## config.mk

```make
export PLATFORM = sky130hd
export DESIGN_NAME = fpga_robots_game_serial_rx
export DESIGN_NICKNAME = d
export VERILOG_FILES = /design/src/rtl/fpga_robots_game_serial_rx_pkg.sv /design/src/rtl/fpga_robots_game_serial_rx_sync.sv /design/src/rtl/fpga_robots_game_serial_rx.sv
export SDC_FILE = /design/constraint.sdc
export NUM_CORES = 1
export LEC_CHECK = 0
export BUFFER_PORTS_ARGS = -buffer_cell sky130_fd_sc_hd__buf_2
export CAP_MARGIN = 15
export CORE_MARGIN = 4
export CORE_UTILIZATION = 40
export CTS_CLUSTER_SIZE = 10
export DETAILED_ROUTE_END_ITERATION = 12
export HOLD_SLACK_MARGIN = 0.1
export SLEW_MARGIN = 20
export SYNTH_ARGS = -nofsm -noshare
export SYNTH_HDL_FRONTEND = slang
export SYNTH_SLANG_ARGS = --single-unit
```

## constraint.sdc

```tcl
create_clock -name clk -period 2.02 [get_ports clk]
set_input_delay 0.101 -clock clk [delete_from_list [all_inputs] [get_ports clk]]
set_output_delay 0.101 -clock clk [all_outputs]
set_load 0.02 [all_outputs]
```

## src/rtl/fpga_robots_game_serial_rx_pkg.sv

```systemverilog
// ---------------------------------------------------------------------------
// fpga_robots_game_serial_rx_pkg
//
// Shared definitions for the robots-game serial receiver: receiver state
// encoding, the oversampling constants that place samples mid-bit, and a
// small helper for assembling an LSB-first byte.
//
// Contents:
//   rx_state_t          receiver FSM states
//   DATA_BITS           payload bits per frame (8N1)
//   START_MID_PHASE     phase at which the start bit is re-checked
//   LAST_PHASE          last phase of an 8x oversampled bit cell
//   LAST_BIT            index of the final data bit
//   SYNC_RESET_VALUE    idle level of the serial line
//   shift_in_lsb_first  shifts a new bit into the MSB of the shift register
// ---------------------------------------------------------------------------
package fpga_robots_game_serial_rx_pkg;

    typedef enum logic [2:0] {
        ST_IDLE      = 3'd0,
        ST_START     = 3'd1,
        ST_DATA      = 3'd2,
        ST_STOP      = 3'd3,
        ST_WAIT_HIGH = 3'd4
    } rx_state_t;

    localparam int         DATA_BITS        = 8;
    localparam logic [2:0] START_MID_PHASE  = 3'd3;
    localparam logic [2:0] LAST_PHASE       = 3'd7;
    localparam logic [2:0] LAST_BIT         = 3'(DATA_BITS - 1);
    localparam logic       SYNC_RESET_VALUE = 1'b1;

    // Bits arrive LSB first, so each new bit enters at the top and the
    // earlier bits move down; after DATA_BITS shifts bit 0 sits at the LSB.
    function automatic logic [DATA_BITS-1:0] shift_in_lsb_first(
        input logic [DATA_BITS-1:0] current,
        input logic                 bit_in
    );
        return {bit_in, current[DATA_BITS-1:1]};
    endfunction

endpackage

```

## src/rtl/fpga_robots_game_serial_rx_sync.sv

```systemverilog
// ---------------------------------------------------------------------------
// fpga_robots_game_sync
//
// Multi-flop synchronizer for an asynchronous single-bit input. Flops reset
// to the serial line idle level so that reset never looks like a start edge.
//
// Parameters:
//   SYNC_STAGES  number of flops in the chain (2 or 3)
//   RESET_VALUE  value loaded into every flop while rst is high
//
// Ports:
//   clk  in   system clock
//   rst  in   synchronous active-high reset
//   d    in   asynchronous input
//   q    out  synchronized output (last flop of the chain)
// ---------------------------------------------------------------------------
module fpga_robots_game_sync
    import fpga_robots_game_serial_rx_pkg::*;
#(
    parameter int   SYNC_STAGES = 2,
    parameter logic RESET_VALUE = SYNC_RESET_VALUE
) (
    input  logic clk,
    input  logic rst,
    input  logic d,
    output logic q
);

    logic [SYNC_STAGES-1:0] stages;

    always_ff @(posedge clk) begin
        if (rst) begin
            stages <= {SYNC_STAGES{RESET_VALUE}};
        end else begin
            stages <= {stages[SYNC_STAGES-2:0], d};
        end
    end

    assign q = stages[SYNC_STAGES-1];

endmodule

```

## src/rtl/fpga_robots_game_serial_rx.sv

```systemverilog
// ---------------------------------------------------------------------------
// fpga_robots_game_serial_rx
//
// 8N1 serial receiver for the robots game, running on the 65MHz game clock
// with an 8x oversampling enable (baud8). The start bit is re-checked at its
// middle, every data bit and the stop bit are sampled mid-cell, and a low
// stop bit is reported as a framing error, after which the line must return
// high before another frame is accepted.
//
// Parameters:
//   SYNC_STAGES  flops used to synchronize rxd (2 or 3)
//
// Ports:
//   clk       in   system clock
//   rst       in   synchronous active-high reset
//   baud8     in   single-cycle enable, 8 per bit time
//   rxd       in   asynchronous serial line, idle high
//   rx_byte   out  last correctly framed byte
//   rx_valid  out  one-cycle pulse, rx_byte just updated
//   rx_ferr   out  one-cycle pulse, stop bit sampled low
//   rx_busy   out  high whenever a frame is being received or awaited high
// ---------------------------------------------------------------------------
module fpga_robots_game_serial_rx
    import fpga_robots_game_serial_rx_pkg::*;
#(
    parameter int SYNC_STAGES = 2
) (
    input  logic                 clk,
    input  logic                 rst,
    input  logic                 baud8,
    input  logic                 rxd,
    output logic [DATA_BITS-1:0] rx_byte,
    output logic                 rx_valid,
    output logic                 rx_ferr,
    output logic                 rx_busy
);

    logic                 rxs;

    rx_state_t            state;
    rx_state_t            state_next;
    logic [2:0]           phase;
    logic [2:0]           phase_next;
    logic [2:0]           bitcnt;
    logic [2:0]           bitcnt_next;
    logic [DATA_BITS-1:0] shreg;
    logic [DATA_BITS-1:0] shreg_next;
    logic [DATA_BITS-1:0] rx_byte_next;
    logic                 rx_valid_next;
    logic                 rx_ferr_next;

    fpga_robots_game_sync #(
        .SYNC_STAGES (SYNC_STAGES),
        .RESET_VALUE (SYNC_RESET_VALUE)
    ) u_sync (
        .clk (clk),
        .rst (rst),
        .d   (rxd),
        .q   (rxs)
    );

    // State register and datapath registers. Reset wins over baud8 and
    // discards any partially received byte without producing a pulse.
    always_ff @(posedge clk) begin
        if (rst) begin
            state    <= ST_IDLE;
            phase    <= 3'd0;
            bitcnt   <= 3'd0;
            shreg    <= '0;
            rx_byte  <= '0;
            rx_valid <= 1'b0;
            rx_ferr  <= 1'b0;
        end else begin
            state    <= state_next;
            phase    <= phase_next;
            bitcnt   <= bitcnt_next;
            shreg    <= shreg_next;
            rx_byte  <= rx_byte_next;
            rx_valid <= rx_valid_next;
            rx_ferr  <= rx_ferr_next;
        end
    end

    // Next-state and datapath logic. Everything except the output pulses is
    // gated by baud8, so holding baud8 low freezes the receiver in place.
    // The phase counter places the start re-check 4 ticks after the edge
    // and every later sample 8 ticks after the previous one, which lands
    // each sample in the middle of its bit cell.
    always_comb begin
        state_next    = state;
        phase_next    = phase;
        bitcnt_next   = bitcnt;
        shreg_next    = shreg;
        rx_byte_next  = rx_byte;
        rx_valid_next = 1'b0;
        rx_ferr_next  = 1'b0;

        if (baud8) begin
            case (state)
                ST_IDLE: begin
                    if (!rxs) begin
                        state_next = ST_START;
                        phase_next = 3'd0;
                    end
                end

                ST_START: begin
                    if (phase == START_MID_PHASE) begin
                        phase_next = 3'd0;
                        if (rxs) begin
                            // Line went back high before mid-start: a glitch.
                            state_next = ST_IDLE;
                        end else begin
                            state_next  = ST_DATA;
                            bitcnt_next = 3'd0;
                        end
                    end else begin
                        phase_next = phase + 3'd1;
                    end
                end

                ST_DATA: begin
                    phase_next = phase + 3'd1;
                    if (phase == LAST_PHASE) begin
                        shreg_next  = shift_in_lsb_first(shreg, rxs);
                        bitcnt_next = bitcnt + 3'd1;
                        if (bitcnt == LAST_BIT) begin
                            state_next = ST_STOP;
                            phase_next = 3'd0;
                        end
                    end
                end

                ST_STOP: begin
                    phase_next = phase + 3'd1;
                    if (phase == LAST_PHASE) begin
                        phase_next = 3'd0;
                        if (rxs) begin
                            rx_byte_next  = shreg;
                            rx_valid_next = 1'b1;
                            state_next    = ST_IDLE;
                        end else begin
                            // A low stop bit may be a break; wait for the line
                            // to recover so a held-low line yields one error.
                            rx_ferr_next = 1'b1;
                            state_next   = ST_WAIT_HIGH;
                        end
                    end
                end

                ST_WAIT_HIGH: begin
                    if (rxs) begin
                        state_next = ST_IDLE;
                    end
                end

                default: begin
                    state_next = ST_IDLE;
                    phase_next = 3'd0;
                end
            endcase
        end
    end

    assign rx_busy = (state != ST_IDLE);

endmodule
```

# ---- Word-level counts from Yosys, hierarchy flattened
# Index checks and enable logic that the tools add are counted.
dict set report word_totals {
  in_bits 4
  register_bits 29
  out_inout_bits 11
}
dict set report classes {
  n_reduce_logical 9
  addsub 2
  n_eq_ne 14
  mux 20
  n_bitwise 4
}
# cell n
set ops {}
lappend ops {{two-way mux 3 bit} 14}
lappend ops {{one-hot mux 3 bit (5 select lines)} 2}
lappend ops {{inequality test 2 bit (second input constant)} 6}
lappend ops {{equality test 3 x 2 -> 1 bit (second input constant)} 3}
lappend ops {{equality test 3 bit (second input constant)} 3}
lappend ops {{AND reduction 7 bit} 1}
lappend ops {{adder 3 x 1 -> 3 bit (second input constant)} 2}
lappend ops {{one-hot mux 3 bit (2 select lines)} 1}
lappend ops {{AND reduction 3 bit} 2}
lappend ops {{AND reduction 5 bit} 1}
lappend ops {{inverter 1 bit} 4}
lappend ops {{AND reduction 4 bit} 1}
lappend ops {{OR reduction 4 bit} 1}
lappend ops {{equality test 3 x 1 -> 1 bit (second input constant)} 1}
lappend ops {{logical NOT 3 bit} 1}
lappend ops {{nonzero test 3 bit} 1}
lappend ops {{two-way mux 1 bit} 2}
lappend ops {{two-way mux 2 bit} 1}
lappend ops {{inequality test 2 x 1 -> 1 bit (second input constant)} 1}
lappend ops {{nonzero test 2 bit} 1}

# ---- Longest topological paths before layout
dict set report logic_depth {
  word_depth 4
  depth_mapped 7
  ltp_nobuf 7
}

# ---- Modules after synthesis
# A second synthesis with hierarchy kept.
dict set report hier_totals {
  hier_cells 133
  hier_area_um2 1336.3
}
# mod n_inst area_per_inst_um2 cells_per_inst seq_area_each_um2
set by_module_without_submodules {}
lappend by_module_without_submodules {fpga_robots_game_serial_rx 1 1283.7 129 540.5}
lappend by_module_without_submodules {fpga_robots_game_sync 1 52.6 4 40.0}

# ---- Worst setup path after synthesis
# Ideal clock, no wire load.
dict set report synth_timing {
  path_kind {reg-to-reg}
  from {reg phase[0]}
  to {reg bitcnt[0]}
  path_buffers 1
  arrival_time_ns 1.597
  stages_incl_launch_ff 8
  setup_slack_ns 0.305
  setup_time_ns 0.119
  cell_sequence {dfxtp_1 > ha_1 > ha_1 > nand2b_1 > nor2_1 > or4_1 > buf_2 > mux2i_1}
}
dict set report synth_via {
  elab_chain_cells 3
}
# item line_no
set synth_lines {}
lappend synth_lines {{start, declared} fpga_robots_game_serial_rx.sv:42} ;# logic [2:0] phase;
lappend synth_lines {{start signal, assigned} fpga_robots_game_serial_rx.sv:75} ;# phase <= phase_next;
lappend synth_lines {{equality test 3 bit / equality test 3 x 2 -> 1 bit (equally long branches)} {fpga_robots_game_serial_rx.sv:124, fpga_robots_game_serial_rx.sv:108}}
lappend synth_lines {{inequality test 2 bit (no source line)} --}
lappend synth_lines {{AND reduction 5 bit (no source line) *} --}
lappend synth_lines {{end signal, assigned} fpga_robots_game_serial_rx.sv:76} ;# bitcnt <= bitcnt_next;
lappend synth_lines {{end, declared} fpga_robots_game_serial_rx.sv:44} ;# logic [2:0] bitcnt;
# Every way passes the cells marked *; elsewhere a longest branch is shown, timed or not.
# A chain may end at the register's enable or synchronous reset.

# ---- Worst setup path after layout
# Ends and elaborated chain as after synthesis.

==> flow_summary.json <==
{
  "drtIter0Drc": 29,
  "grt_pass1_wl_mm": 4.46,
  "timing.fmax_mhz": 536,
  "yosys_warnings": 0,
  "synthAdderAreaFrac": 0.0743,
  "gp_congestion": 0.754,
  "r2r-start": "phase[0]",
  "synth_async_sr_flop_share": 0,
  "htreeDepth": 2,
  "postCtsSetupBuffers": 0,
  "clockBufferDepth": 2,
  "synth_area_sq_um": 1350,
  "hp-class": "input port to register",
  "antenna_found_initial": 0,
  "path_clk_slew_ns": 0.09,
  "setup_viol": 0,
  "core_area_sq_um": 3130,
  "avgSynthCellArea_sq_um": 9.48,
  "hold_viol": 0,
  "wl_per_cell_microns": 12.0,
  "ff2ff_setup_slack_ns": 0.15,
  "std_cell_rows": 20,
  "grt.overflow.total": 0,
  "nets": 170,
  "grtUsageTotal": 0.135,
  "drt_wl_total_mm": 2.43,
  "drv_cap": 0,
  "cts_tree": "built",
  "syn2layout_area_growth_pct": 16.5,
  "criticalPathCategory": "register to register",
  "p_leak_nw": 0.668,
  "synthTopCellsByArea": "dfxtp_1 43%, mux2i_1 15%, ha_1 7.4%, nor2_1 6.7%, nand2b_1 2.8%",
  "synthSimpleGateAreaFrac": 0.230,
  "worstSetupStartpoint": "phase[0]",
  "finClkSkew_ns": 0.00278,
  "netlist.area_leader.share": 0.431,
  "drc": 0,
  "vias": 987,
  "cts_sinks": 29,
  "setup_ws_ns": 0.155,
  "outcome": "finished, final reports clean",
  "synth_cell_types": 35,
  "pin_count": 15,
  "syn_nets": 154,
  "clock_latency_ns": 0.32,
  "hold_path_end": "phase[0]",
  "vdd_drop_max_v": 0.000489,
  "drtPass1Iterations": 4,
  "initial_core_util": 0.430,
  "fin_crit_ns": 1.87,
  "grt_start_max_net_pins": 30,
  "post-dp-hpwl_mm": 1.74,
  "synth_top_family_by_area": "simple AND/OR/NAND/NOR gates",
  "power.total_mw": 1.22,
  "whs_path_depth": 4,
  "synthesis.instances": 142,
  "p_per_area_nw_per_um2": 776,
  "cts_root_buffer": "clkbuf_4",
  "hold_buffers": 1,
  "finalSetupTns_ns": 0,
  "synth_compound_gate_area_share": 0.0623,
  "reg2regPathDepth": 6,
  "viasPerCell": 4.86,
  "rsz0062_at_grt": "no",
  "cp_max_fo": 5,
  "seq_area_frac_synth": 0.431,
  "required_ns": 2.23,
  "synthMuxAreaShare": 0.157,
  "preCtsSetupSlack_ns": 0.146,
  "cp.arrival_ns": 2.08,
  "hold_slack_ns": 0.204,
  "critPathLaunchType": "register",
  "max_slew_margin": 0.679,
  "worst_pin_slew_ns": 0.478,
  "die_area_sq_um": 4360,
  "rr_endpoint": "bitcnt[0]",
  "cts_inserted_buffers": 5,
  "grt_pass1_vias": 990,
  "route.antenna.remaining_nets": 0,
  "synthXorXnorAreaFrac": 0,
  "die_w_microns": 66.0,
  "yosys.area.top_type": "dfxtp_1",
  "ys_seq_elements": 29,
  "synth_edf_count": 0,
  "endpoint_kind": "register",
  "yosys_most_used_dff": "dfxtp_1",
  "cts_resized": 0,
  "n_antenna_cell": 0,
  "drive_gt1_frac": 0.201,
  "die_y_microns": 66.0,
  "io_buffers": 14,
  "drv_slew": 0,
  "min-delay-start": "baud8",
  "period_share": 0.923
}
==> stage by stage <==
| stage | area [sq um] | util | std cells |
|---|---|---|---|
| 2_1_floorplan | 1350 | - | 142 |
| 4_1_cts | 1570 | 0.502 | 203 |
| 3_5_place_dp | 1460 | 0.466 | 194 |
| 6_report | 1570 | 0.502 | 203 |
| 5_1_grt | 1570 | 0.502 | 203 |
| 3_3_place_gp | 1460 | 0.466 | 194 |
==> worst max-delay path by stage <==
stage | slack (ns) | end | cells after the start
after floorplan | 0.30 | bitcnt[0] | 7
after global placement | 0.24 | bitcnt[2] | 6
after detailed placement | 0.15 | bitcnt[0] | 6
after CTS | 0.13 | bitcnt[0] | 6
after global routing | 0.008 | bitcnt[2] | 6
final | 0.15 | bitcnt[0] | 6
==> state kept, by name, indices dropped and copies added, names as in the netlist <==
signal / count
rx_valid: 1
rx_ferr: 1
phase: 3
u_sync.stages: 2
state: 3
rx_byte: 8
shreg: 8
bitcnt: 3
==> report_power, final <==
group	switching, mW	internal (mW)	total, mW
logic	0.0263	0.0199	0.0462
registers	0.00709	0.576	0.583
clock network	0.206	0.383	0.589
total	0.239	0.979	1.22
==> layout by cell type, fill, tap and decap left out, types with 4 or more instances in the layout <==
cell type and count:
dfxtp_1 29, nor2_1 24, mux2i_1 20, buf_2 14
ha_1 8, nand2b_1 6, clkbuf_4 5, inv_1 4
or2_2 4, nand2_1 4, buf_4 4
==> cell families after synthesis <==
kind of cell / count (synthesis)
buffers and inverters: 14
adder cells (fa/ha/maj): 8
multiplexers: 21
flip-flops: 29
AND/OR/NAND/NOR: 58
AO/OA/AOI/OAI: 12
==> area by class of cell <==
cell class / count / area, sq um
clock buffers: 5 / 37.5
clock inverters: 3 / 65.1
fillers: 309 / 1560
inverters: 4 / 15.0
multi-input cells: 99 / 706
flip-flops and latches: 29 / 581
well taps: 44 / 55.1
repair buffers: 19 / 110
==> synthesized netlist by cell type, types with 2 or more instances <==
| library cell | number |
|---|---|
| a21oi_1 | 3 |
| nor3_1 | 2 |
| and2_1 | 2 |
| nand2_1 | 4 |
| or2_2 | 4 |
| and3_1 | 2 |
| nor2_1 | 24 |
| clkbuf_1 | 4 |
| buf_2 | 5 |
| or3_1 | 2 |
| o31ai_1 | 2 |
| ha_1 | 8 |
| nand2b_1 | 6 |
| mux2i_1 | 20 |
| dfxtp_1 | 29 |
| nor3b_1 | 3 |
| inv_1 | 4 |
==> per-layer routing <==
| layer | GRT usage | share of wire | routed length (microns) |
|---|---|---|---|
| met1 | 0.157 | 0.47 | 1140 |
| met2 | 0.224 | 0.49 | 1190 |
| met3 | 0.0510 | 0.034 | 82 |
| met4 | 0.0533 | 0.0078 | 19 |
| met5 | 0 | 0 | 0 |
==> worst max-delay path, cell delays in order (launching register included) <==
cell	delay, ns
dfxtp_1	0.37
ha_1	0.25
ha_1	0.22
nand2b_1	0.13
nor2_1	0.04
or4_1	0.58
mux2i_1	0.16
Note: power is estimated with default switching activity, not from simulation.
